==> config.mk <==
export PLATFORM = sky130hd
export DESIGN_NAME = mem_io_bridge_flat
export DESIGN_NICKNAME = d
export VERILOG_FILES = /design/src/rtl/mem_io_bridge_pkg.sv /design/src/rtl/mem_io_bridge_if.sv /design/src/rtl/mem_io_bridge_byte_fifo.sv /design/src/rtl/mem_io_bridge.sv /design/src/flat_wrapper.sv
export SDC_FILE = /design/constraint.sdc
export NUM_CORES = 1
export LEC_CHECK = 0
export ABC_AREA = 1
export CAP_MARGIN = 0
export CORE_UTILIZATION = 34
export DETAILED_ROUTE_END_ITERATION = 10
export MAX_ROUTING_LAYER = met4
export PLACE_DENSITY = 0.58
export SKIP_CTS_REPAIR_TIMING = 1
export SYNTH_ARGS = -nofsm -noshare
export SYNTH_HDL_FRONTEND = slang
export SYNTH_SLANG_ARGS = --single-unit
==> constraint.sdc <==
create_clock -name clk -period 2.6 [get_ports clk]
set_input_delay 0.52 -clock clk [delete_from_list [all_inputs] [get_ports clk]]
set_output_delay 0.52 -clock clk [all_outputs]
set_load 0.01 [all_outputs]
==> src/rtl/mem_io_bridge_pkg.sv <==
// Shared constants for the memory-mapped I/O bridge: address map, STATUS layout
// and the write-capture FSM states.
package mem_io_bridge_pkg;

  localparam int BITS_DATA  = 32;
  localparam int BITS_ADDR  = 16;
  localparam int FIFO_DEPTH = 8;
  localparam int CNT_W      = $clog2(FIFO_DEPTH) + 1;

  localparam logic [BITS_ADDR-1:0] IO_BASE   = 16'hFFF0;
  localparam logic [BITS_ADDR-1:0] IO_TXDATA = 16'hFFF0;
  localparam logic [BITS_ADDR-1:0] IO_STATUS = 16'hFFF1;
  localparam logic [BITS_ADDR-1:0] IO_CYCLES = 16'hFFF2;

  localparam int ST_FULL      = 0;
  localparam int ST_EMPTY     = 1;
  localparam int ST_OVERFLOW  = 2;
  localparam int ST_COUNT_LSB = 4;

  typedef enum logic {
    WRS_IDLE = 1'b0,
    WRS_PEND = 1'b1
  } wr_state_t;

  function automatic logic is_io(input logic [BITS_ADDR-1:0] addr);
    return addr >= IO_BASE;
  endfunction

endpackage

==> src/rtl/mem_io_bridge_if.sv <==
// CPU memory port, RAM port and TX drain port bundled as one bus.
// The bridge is the slave; the CPU/RAM/consumer side is the master.
interface mem_io_bridge_if;
  import mem_io_bridge_pkg::*;

  logic [BITS_ADDR-1:0] MAR;
  logic [BITS_DATA-1:0] MBR_W;
  logic                 write;
  logic [BITS_DATA-1:0] MBR_R;
  logic [BITS_ADDR-1:0] ram_addr;
  logic [BITS_DATA-1:0] ram_data_w;
  logic                 ram_write;
  logic [BITS_DATA-1:0] ram_data_r;
  logic [7:0]           tx_data;
  logic                 tx_valid;
  logic                 tx_ready;

  modport slave (
    input  MAR, MBR_W, write, ram_data_r, tx_ready,
    output MBR_R, ram_addr, ram_data_w, ram_write, tx_data, tx_valid
  );

  modport master (
    output MAR, MBR_W, write, ram_data_r, tx_ready,
    input  MBR_R, ram_addr, ram_data_w, ram_write, tx_data, tx_valid
  );

endinterface

==> src/rtl/mem_io_bridge_byte_fifo.sv <==
// First-word-fall-through FIFO. A push into a full FIFO is still accepted when
// a pop happens in the same cycle; dout reads as zero while empty.
module byte_fifo #(
  parameter int DEPTH = 8,
  parameter int WIDTH = 8
) (
  input  logic                       clk,
  input  logic                       reset,
  input  logic                       push,
  input  logic [WIDTH-1:0]           din,
  input  logic                       pop,
  output logic [WIDTH-1:0]           dout,
  output logic                       full,
  output logic                       empty,
  output logic [$clog2(DEPTH):0]     count
);

  localparam int PTR_W = $clog2(DEPTH);
  localparam logic [PTR_W:0] FULL_CNT = (PTR_W + 1)'(DEPTH);

  logic [WIDTH-1:0] mem [DEPTH];
  logic [PTR_W-1:0] rd_ptr;
  logic [PTR_W-1:0] wr_ptr;
  logic             do_push;
  logic             do_pop;

  assign empty   = (count == '0);
  assign full    = (count == FULL_CNT);
  assign do_pop  = pop && !empty;
  assign do_push = push && (!full || do_pop);
  assign dout    = empty ? '0 : mem[rd_ptr];

  always_ff @(posedge clk) begin
    if (reset) begin
      rd_ptr <= '0;
      wr_ptr <= '0;
      count  <= '0;
    end else begin
      if (do_push) wr_ptr <= wr_ptr + PTR_W'(1);
      if (do_pop)  rd_ptr <= rd_ptr + PTR_W'(1);
      count <= count + (PTR_W + 1)'(do_push) - (PTR_W + 1)'(do_pop);
    end
  end

  // Storage needs no reset: empty gating hides stale entries.
  always_ff @(posedge clk) begin
    if (do_push) mem[wr_ptr] <= din;
  end

endmodule

==> src/rtl/mem_io_bridge.sv <==
// Bridge between the CPU memory port and RAM, decoding the top 16 addresses
// into TX FIFO, STATUS and a free-running cycle counter.
module mem_io_bridge
  import mem_io_bridge_pkg::*;
(
  input  logic           clk,
  input  logic           reset,
  mem_io_bridge_if.slave bus
);

  wr_state_t            state, state_nxt;
  logic                 write_q;
  logic [BITS_ADDR-1:0] io_addr, io_addr_nxt;
  logic                 commit;

  logic                 io_sel;
  logic                 pop;
  logic                 push_req;
  logic                 overflow;
  logic                 overflow_set;
  logic                 overflow_clr;
  logic [31:0]          cycles;
  logic [BITS_DATA-1:0] status;
  logic [BITS_DATA-1:0] io_rdata;

  logic                 fifo_full;
  logic                 fifo_empty;
  logic [CNT_W-1:0]     fifo_count;
  logic [7:0]           fifo_dout;

  assign io_sel         = is_io(bus.MAR);
  assign bus.ram_addr   = bus.MAR;
  assign bus.ram_data_w = bus.MBR_W;
  assign bus.ram_write  = bus.write && !io_sel;

  always_ff @(posedge clk) begin
    if (reset) begin
      state   <= WRS_IDLE;
      write_q <= 1'b0;
      io_addr <= '0;
    end else begin
      state   <= state_nxt;
      write_q <= bus.write;
      io_addr <= io_addr_nxt;
    end
  end

  // Write data arrives one cycle after the write rise, so the commit is deferred.
  always_comb begin
    state_nxt   = state;
    io_addr_nxt = io_addr;
    commit      = 1'b0;
    case (state)
      WRS_IDLE: begin
        if (bus.write && !write_q && io_sel) begin
          io_addr_nxt = bus.MAR;
          state_nxt   = WRS_PEND;
        end
      end
      WRS_PEND: begin
        commit    = 1'b1;
        state_nxt = WRS_IDLE;
      end
    endcase
  end

  assign pop          = !fifo_empty && bus.tx_ready;
  assign push_req     = commit && (io_addr == IO_TXDATA);
  assign overflow_set = push_req && fifo_full && !pop;
  assign overflow_clr = (bus.MAR == IO_STATUS) && !bus.write;

  byte_fifo #(
    .DEPTH (FIFO_DEPTH),
    .WIDTH (8)
  ) u_fifo (
    .clk   (clk),
    .reset (reset),
    .push  (push_req),
    .din   (bus.MBR_W[7:0]),
    .pop   (pop),
    .dout  (fifo_dout),
    .full  (fifo_full),
    .empty (fifo_empty),
    .count (fifo_count)
  );

  assign bus.tx_data  = fifo_dout;
  assign bus.tx_valid = !fifo_empty;

  always_ff @(posedge clk) begin
    if (reset) begin
      overflow <= 1'b0;
      cycles   <= '0;
    end else begin
      if (overflow_set)      overflow <= 1'b1;
      else if (overflow_clr) overflow <= 1'b0;
      if (commit && (io_addr == IO_CYCLES)) cycles <= '0;
      else                                  cycles <= cycles + 32'd1;
    end
  end

  always_comb begin
    status                             = '0;
    status[ST_FULL]                    = fifo_full;
    status[ST_EMPTY]                   = fifo_empty;
    status[ST_OVERFLOW]                = overflow;
    status[ST_COUNT_LSB +: CNT_W]      = fifo_count;
  end

  always_comb begin
    io_rdata = '0;
    case (bus.MAR)
      IO_STATUS: io_rdata = status;
      IO_CYCLES: io_rdata = cycles;
      default:   io_rdata = '0;
    endcase
  end

  assign bus.MBR_R = io_sel ? io_rdata : bus.ram_data_r;

endmodule

==> src/flat_wrapper.sv <==
// flat-port wrapper written by rule: the top's interface ports become plain ports
module mem_io_bridge_flat import mem_io_bridge_pkg::*;
  (clk, reset, bus_MAR, bus_MBR_W, bus_write, bus_ram_data_r, bus_tx_ready, bus_MBR_R, bus_ram_addr, bus_ram_data_w, bus_ram_write, bus_tx_data, bus_tx_valid);
  mem_io_bridge_if bus_i ();
  input  logic clk;
  input  logic reset;
  input wire logic [$bits(bus_i.MAR)-1:0] bus_MAR;
  input wire logic [$bits(bus_i.MBR_W)-1:0] bus_MBR_W;
  input wire logic [$bits(bus_i.write)-1:0] bus_write;
  input wire logic [$bits(bus_i.ram_data_r)-1:0] bus_ram_data_r;
  input wire logic [$bits(bus_i.tx_ready)-1:0] bus_tx_ready;
  output wire logic [$bits(bus_i.MBR_R)-1:0] bus_MBR_R;
  output wire logic [$bits(bus_i.ram_addr)-1:0] bus_ram_addr;
  output wire logic [$bits(bus_i.ram_data_w)-1:0] bus_ram_data_w;
  output wire logic [$bits(bus_i.ram_write)-1:0] bus_ram_write;
  output wire logic [$bits(bus_i.tx_data)-1:0] bus_tx_data;
  output wire logic [$bits(bus_i.tx_valid)-1:0] bus_tx_valid;
  assign bus_i.MAR = bus_MAR;
  assign bus_i.MBR_W = bus_MBR_W;
  assign bus_i.write = bus_write;
  assign bus_i.ram_data_r = bus_ram_data_r;
  assign bus_i.tx_ready = bus_tx_ready;
  assign bus_MBR_R = bus_i.MBR_R;
  assign bus_ram_addr = bus_i.ram_addr;
  assign bus_ram_data_w = bus_i.ram_data_w;
  assign bus_ram_write = bus_i.ram_write;
  assign bus_tx_data = bus_i.tx_data;
  assign bus_tx_valid = bus_i.tx_valid;
  mem_io_bridge u_core (.clk(clk), .reset(reset), .bus(bus_i));
endmodule
# After elaboration in Yosys (flattened, before gate mapping)
# Memories as Yosys holds them, arrays and structs flattened. A register that Yosys moved wholly into a read port is not among the register bits.
# Index checks and enable logic that the tools add are counted.
# W data, S select, Z words.
# classes
n_reduce_logical,22
mux,12
bitwise_logic,1
addsub,5
order_cmp,1
n_eq_ne,5
# op_table
op,n
$eq A16 B16 Y1 const B,4
$pmux W32 S2,1
$add A32 B1 Y32 const B,1
$mux W32,1
$ge A16 B16 Y1 const B,1
$logic_and A1 B1 Y1,11
$mux W8,1
$add A3 B1 Y3 const B,2
$logic_not A1 Y1,6
$mux W1,6
$mux W3,2
$add A4 B1 Y4,1
$eq A4 B4 Y1 const B,1
$logic_not A4 Y1,1
$sub A4 B1 Y4,1
$pmux W1 S2,1
$reduce_and A2 Y1,1
$reduce_bool A2 Y1,1
$reduce_or A2 Y1,1
$logic_or A1 B1 Y1,1
$not A1 Y1,1
# word_totals
register_bits,61
mem_bits_rw,64
mem_count,1
elab_cells,55
out_inout_bits,90
input_bits,84
# memory_table
memory,words,word_bits,rd,rd_ports_with_merged_regs,wr,line_no,source
u_core.u_fifo.mem,8,8,1,1,1,mem_io_bridge_byte_fifo.sv:21,logic [WIDTH-1:0] mem [DEPTH];

# Depth between registers and ports, before layout
# Gate-level depths: netlist of the first run.
# logic_depth
depth_word,8
depth_mapped,12
ltp_nobuf,12

# Hierarchy
# From an unflattened synthesis of the first run, not the netlist that was laid out.
# hier_totals
cells_unflattened,878
area_unflattened_um2,6749.0
# by_module_without_submodules
mod,cells_per_inst,seq_area_each_um2,area_each_um2,instances
mem_io_bridge,540,1021.0,3388.2,1
byte_fifo,338,2182.1,3360.7,1

# Worst setup path before layout of the first run
# No wires, ideal clock.
# synth_path
path_type,flip-flop to flip-flop
start,register u_core.u_fifo.count[2]
end,register u_core.u_fifo.count[2]
path_stages_with_launch,11
t_arrival_ps,1906
setup_slack_ps,566
n_path_buf,0
setup_time_ps,128
required_ps,2472
synth_period_minus_slack_ps,2034
path_cell_list,dfxtp_1 > inv_1 > ha_1 > nor3b_1 > nand2_1 > nand2_1 > o21ai_0 > ha_1 > fa_1 > xnor2_1 > nor2_1
# synth_between
elab_chain_len,8
word_cells_on_any_way,10
cone_classes,2 x add/sub; 1 x eq/ne; 7 x reduce/logical
# synth_rtl
element,line_no,source
"start, declared",mem_io_bridge_byte_fifo.sv:15,output logic [$clog2(DEPTH):0] count
"start signal, assigned",mem_io_bridge_byte_fifo.sv:41,count <= count + (PTR_W + 1)'(do_push) - (PTR_W + 1)'(do_pop);
$logic_not A4 Y1,mem_io_bridge_byte_fifo.sv:27,assign empty = (count == '0);
$logic_not A1 Y1,"mem_io_bridge_byte_fifo.sv:29, mem_io_bridge.sv:67",
$logic_and A1 B1 Y1,mem_io_bridge.sv:67,assign pop = !fifo_empty && bus.tx_ready;
$logic_and A1 B1 Y1,mem_io_bridge_byte_fifo.sv:29,assign do_pop = pop && !empty;
$logic_or A1 B1 Y1,mem_io_bridge_byte_fifo.sv:30,assign do_push = push && (!full || do_pop);
$logic_and A1 B1 Y1,mem_io_bridge_byte_fifo.sv:30,
$add A4 B1 Y4,mem_io_bridge_byte_fifo.sv:41,
$sub A4 B1 Y4 (*),mem_io_bridge_byte_fifo.sv:41,
# Mark *: on every way between the ends. The rest lies on a longest branch, timed or not.
# A chain may end at the register's enable or synchronous reset.

# Final worst setup path of the first run
# layout_path
start,input port bus_MAR[4]
end,output port bus_MBR_R[11]
# layout_between
elab_chain_len,3
word_cells_on_any_way,5
cone_classes,1 x order compare; 2 x eq/ne; 2 x mux
# layout_rtl
element,line_no,source
"start, declared",flat_wrapper.sv:7,input wire logic [$bits(bus_i.MAR)-1:0] bus_MAR;
branches (longest 2 deep; another with $ge A16 B16 Y1),--,
$mux W32 (*),mem_io_bridge.sv:119,assign bus.MBR_R = io_sel ? io_rdata : bus.ram_data_r;
"end, declared",flat_wrapper.sv:12,output wire logic [$bits(bus_i.MBR_R)-1:0] bus_MBR_R;
# Every way passes the cells marked *.

==> results.ini, run 1 <==
[global_route]
grt_pass1_wl_um = 25600
met3_usage = 0.0392
gr-usage-met1 = 0.210
antenna_found_initial = 0
grt_pass1_vias = 5160
met2_usage = 0.280
grt.busiest_layer = met2
grt_util_all_layers = 0.174
overflow = 0
grt_start_max_net_pins = 26

[timing]
skew_ps = 7.39
post-route-period-util = 1.07
layout_setup_ws_ps = -185
finalHoldViolCount = 0
finalSetupViolations = 4
tightestPinTransition_ps = 1170
rsz0062_at_grt = true
relSlewSlack = 0.220
drv_slew = 0
period_needed_ps = 2790
fmax_mhz = 359

[power]
p_leak_nw = 3.53
power.share.clock = 0.394
comb_power_share = 0.235
p_int_mw = 4.37
p_sw_frac = 0.277
ir_drop_mv = 0.454
p_per_area_nw_per_um2 = 703
p_seq_frac = 0.370
p_total_mw = 6.04
switching_power_mw = 1.67

[floorplan]
row_count = 49
die-area_sq_um = 19400
die_h_um = 139
core-area_sq_um = 18200
ios = 174
die_w_um = 139
start_util = 0.352

[setup_path]
crit_type = in -> out
required_ps = 2080
critPathLaunchType = input pin
crit_arrival_ps = 2270
worstSetupEndpointType = output pin
path_max_fanout = 18

[yosys]
synth_most_common_cell = nand2_1
synth.distinct_cells = 34
ys_ff_latch = 128
synth_edf_count = 64
synth_flop_cell = edfxtp_1
yosysTopAreaCell = edfxtp_1
synthCells = 798
syn_nets = 891
synth_common_cells = nand2_1, nor2_1, inv_1
yosysSeqAreaShare = 0.499
ys_top_cells_by_area = edfxtp_1, dfxtp_1, nand2_1, nor2_1, buf_4
synth_area_sq_um = 6410
synth_warnings = 0
syn_area_per_cell_sq_um = 8.04
synth_top_area_frac = 0.300
synthArstFlopShare = 0

[clocking]
clock-sinks = 128
ctsHtreeMaxLevel = 4
numCtsBuffers = 17
clock_path_buffers = 2
path_clk_slew_ps = 60
cts_tree = done
cts_root_buffer = clkbuf_16
clock_latency_ps = 410

[finish]
area_growth_pct = 34.0
fin_cells = 1153
nNetsFinal = 1005
layout-drive-gt1-share = 0.113
n_antenna_cell = 0

[placement]
dp_hpwl_um = 11300
dp.cells = 1121
place_ws_ps = -426
routabilityCongestion = 0.867
portBuffers = 125

[status]
status = finished, violations left
violations = negative setup slack

[route]
dr.pass1.iters = 4
drt-wirelength-per-cell_um = 13.8
detail-route-antenna-nets = 0
drtIter0Drc = 265
totalWireLength_um = 15900
drc = 0
vias_per_cell = 4.64
num_vias = 5352

[run]
cap_violations = 0

[min_path]
hold_class = reg -> reg

flip-flops by register name, indices dropped and copies added (netlist names), named ones only:
signal                count
u_core.write_q            1
u_core.u_fifo.mem        64
u_core.io_addr           16
u_core.u_fifo.count       4
u_core.u_fifo.wr_ptr      3
u_core.state              1
u_core.cycles            32
u_core.overflow           1
u_core.u_fifo.rd_ptr      3
per-stage QoR:
stage | utilization | hold slack [ps] | TNS, ps | cell area, sq um
2_1_floorplan | - | 430 | 0 | 6410
3_3_place_gp | 0.428 | 437 | -12040 | 7800
3_5_place_dp | 0.428 | 443 | -11990 | 7800
4_1_cts | 0.461 | 452 | -13480 | 8390
5_1_grt | 0.472 | 468 | -1230 | 8590
6_report | 0.472 | 449 | -677 | 8590
power by group through the flow:
| stage | Clock [mW] | Combinational [mW] | Sequential [mW] |
|---|---|---|---|
| after floorplan | 0 | 0.775 | 2.25 |
| after global placement | 0 | 1.39 | 2.27 |
| after detailed placement | 0 | 1.39 | 2.26 |
| after CTS | 2.43 | 1.40 | 2.22 |
| after global routing | 2.51 | 1.59 | 2.24 |
| final | 2.38 | 1.42 | 2.24 |
final cells by class:
type	count	area, sq um
inverter	73	283
tap	229	287
sequential	128	3210
clock buffer	18	429
clock inverter	13	163
multi-input combinational	525	2500
fill	1760	9620
timing repair buffer	167	1730
cells by family (layout without fill, tap and decap cells):
family                   count (synthesis)  after routing  share of synthesized area
AND/OR/NAND/NOR                        382            382                      0.244
adder cells (fa/ha/maj)                  9              9                     0.0187
XOR/XNOR                                10             10                     0.0137
multiplexers                             5              5                    0.00878
flip-flops                             128            128                      0.499
buffers and inverters                  145            271                      0.116
AO/OA/AOI/OAI                          119            119                     0.0989
critical path: stages:
cell             delay (ps)
clkdlybuf4s50_1         490
nand2_1                  70
nor2_2                  120
nand3_4                 100
inv_4                    90
nand2_4                 130
o21ai_1                 170
clkdlybuf4s50_1         550
layer usage:
metal  routed length [um]  vias to the layer above
met5                    0                        -
met1                 7160                     2392
li1                     -                     2781
met4                  230                        0
met2                 7550                      160
met3                  925                       19
path summary, 6_finish.rpt:
check	cells after the start	from	to	slack, ps
worst max-delay path	8	bus_MAR[4]	bus_MBR_R[11]	-190
worst min-delay path	2	u_core.io_addr[15]	u_core.io_addr[15]	450
worst max register to register	11	u_core.u_fifo.count[2]	u_core.u_fifo.count[2]	280
worst min register to register	2	u_core.io_addr[15]	u_core.io_addr[15]	450
cell usage in the layout (no fill, tap or decap), types with 3 or more instances in the layout:
cell type and count:
xor2_1 7, nand3_1 31, o21ai_1 11, nor3_1 5, bufinv_16 3, buf_6 3, clkbuf_16 17, buf_4 34
dlymetal6s2s_1 38, a21oi_1 34, inv_1 68, ha_1 8, dfxtp_1 62, nor2_2 7, nor2_4 3, nor2_1 150
xnor2_1 3, nand2_1 171, clkdlybuf4s50_1 87, nand3_2 3, mux2_2 5, nand2_2 4, buf_12 3, o22ai_1 9
o21ai_0 54, inv_6 3, clkinvlp_4 3, o211ai_1 8, edfxtp_1 64
Power figures use the tool's default switching activity.
==> run 2, diff against run 1 <==
--- a/config.mk
+++ b/config.mk
@@ -12,6 +12,7 @@
 export MAX_ROUTING_LAYER = met4
 export PLACE_DENSITY = 0.58
 export SKIP_CTS_REPAIR_TIMING = 1
+export SKIP_LAST_GASP = 1
 export SYNTH_ARGS = -nofsm -noshare
 export SYNTH_HDL_FRONTEND = slang
 export SYNTH_SLANG_ARGS = --single-unit
==> results.ini, run 2 (same netlist as run 1, synthesis figures left out) <==
[clocking]
numCtsBuffers = 17  ; unchanged
path_clk_slew_ps = 60  ; about the same
cts_tree = done
clock-sinks = 128  ; unchanged
cts_root_buffer = clkbuf_16
clock_latency_ps = 420  ; about the same
ctsHtreeMaxLevel = 4  ; unchanged
clock_path_buffers = 2  ; unchanged

[floorplan]
core-area_sq_um = 18200  ; unchanged
die-area_sq_um = 19400  ; unchanged
row_count = 49  ; unchanged
start_util = 0.352  ; unchanged
ios = 174  ; unchanged
die_w_um = 139  ; unchanged
die_h_um = 139  ; unchanged

[route]
drtIter0Drc = 260  ; -1.9%
drc = 0  ; unchanged
dr.pass1.iters = 4  ; unchanged
detail-route-antenna-nets = 0  ; unchanged
drt-wirelength-per-cell_um = 13.7  ; -0.18%
totalWireLength_um = 15800  ; -0.18%
vias_per_cell = 4.65  ; +0.15%
num_vias = 5360  ; +0.15%

[finish]
nNetsFinal = 1005  ; unchanged
top_register = u_core.u_fifo.mem
multi_input_comb_area_sq_um = 2500  ; unchanged
layout-drive-gt1-share = 0.113  ; unchanged
area_growth_pct = 33.8
fillers = 1763  ; +0.17%
largestRegisters = u_core.u_fifo.mem: 64 flops, u_core.cycles: 32 flops, u_core.io_addr: 16 flops
final_common_cell = nand2_1
largest_reg_flops = 64  ; unchanged
n_antenna_cell = 0  ; unchanged
fin_cells = 1153  ; unchanged
final_cell_mix = nand2_1, nor2_1, clkdlybuf4s50_1
register_area_sq_um = 3210  ; unchanged

[setup_path]
crit_type = in -> out
required_ps = 2080  ; about the same
crit_arrival_ps = 2260  ; about the same
worstSetupEndpointType = output pin
critPathLaunchType = input pin
path_max_fanout = 18  ; unchanged

[global_route]
antenna_found_initial = 0  ; unchanged
grt_pass1_vias = 5160  ; unchanged
overflow = 0  ; unchanged
grt_start_max_net_pins = 26  ; unchanged
grt_util_all_layers = 0.174  ; unchanged
grt_pass1_wl_um = 25600  ; unchanged

[placement]
portBuffers = 125  ; unchanged
place_ws_ps = -426  ; unchanged
routabilityCongestion = 0.867  ; unchanged
dp.cells = 1121  ; unchanged
dp_hpwl_um = 11300  ; unchanged

[power]
p_per_area_nw_per_um2 = 705  ; +0.24%
p_leak_nw = 3.49  ; -1.0%
ir_drop_mv = 0.463  ; +1.9%

[timing]
fin_worst_hold_slack_ps = 449  ; -0.431 ps
finalHoldViolCount = 0  ; unchanged
fmax_mhz = 360  ; +0.18%
tightestPinTransition_ps = 1120  ; -45.9 ps
post-route-period-util = 1.07  ; -0.00191
finalSetupViolations = 8  ; +4
drv_slew = 0  ; unchanged
relSlewSlack = 0.251  ; +0.0306
skew_ps = 6.16  ; -1.24 ps
layout_setup_ws_ps = -180  ; +4.96 ps
period_needed_ps = 2780  ; -4.96 ps
setup-tns-final_ps = -1340  ; -664 ps
rsz0062_at_grt = true

[status]
status = finished, violations left
violations = negative setup slack

[run]
cap_violations = 0  ; unchanged

[min_path]
hold_class = reg -> reg

[run 2: cell types whose count changed in the layout (fill, tap and decap cells not counted)]
cell | previous run | this run
clkdlybuf4s50_1 | 87 | 91
dlymetal6s2s_1 | 38 | 34
[run 2: routing by layer]
layer	vias up	routed length [um]	track usage
met2	156	7470	0.280
met5	-	0	-
met3	25	780	0.0392
met1	2401	7290	0.210
li1	2778	-	-
met4	0	299	0.0696
[run 2: metrics by stage]
step           utilization  power, mW  area (sq um)
2_1_floorplan            -       3.03          6410
3_3_place_gp         0.428       3.65          7800
3_5_place_dp         0.428       3.66          7800
4_1_cts              0.461       6.05          8390
5_1_grt              0.471       6.35          8580
6_report             0.471       6.05          8580
[run 2: where the power goes]
part / leakage (nW) / internal (mW) / switching (mW) / total [mW]
clock: 0.285 / 1.50 / 0.884 / 2.39
combinational: 2.11 / 0.687 / 0.736 / 1.42
sequential: 1.09 / 2.18 / 0.0578 / 2.24
[run 2: worst paths after layout]
kind	start	end	slack [ps]	cells past startpoint
max	bus_MAR[4]	bus_MBR_R[27]	-180	8
min	u_core.io_addr[15]	u_core.io_addr[15]	450	2
max reg2reg	u_core.u_fifo.count[2]	u_core.u_fifo.count[2]	270	11
min reg2reg	u_core.io_addr[15]	u_core.io_addr[15]	450	2
[run 2: area by class of cell]
| class | instances | area share |
|---|---|---|
| Clock inverter | 13 | 0.0190 |
| Inverter | 73 | 0.0329 |
| Tap cell | 229 | 0.0334 |
| Multi-Input combinational cell | 525 | 0.291 |
| Timing Repair Buffer | 167 | 0.200 |
| Clock buffer | 18 | 0.0500 |
| Sequential cell | 128 | 0.374 |
[run 2: critical path: stages]
cell and delay (ps):
clkdlybuf4s50_1 490, nand2_1 70, nor2_2 120, nand3_4 100, inv_4 90, nand2_4 130, o21ai_1 170, clkdlybuf4s50_1 550
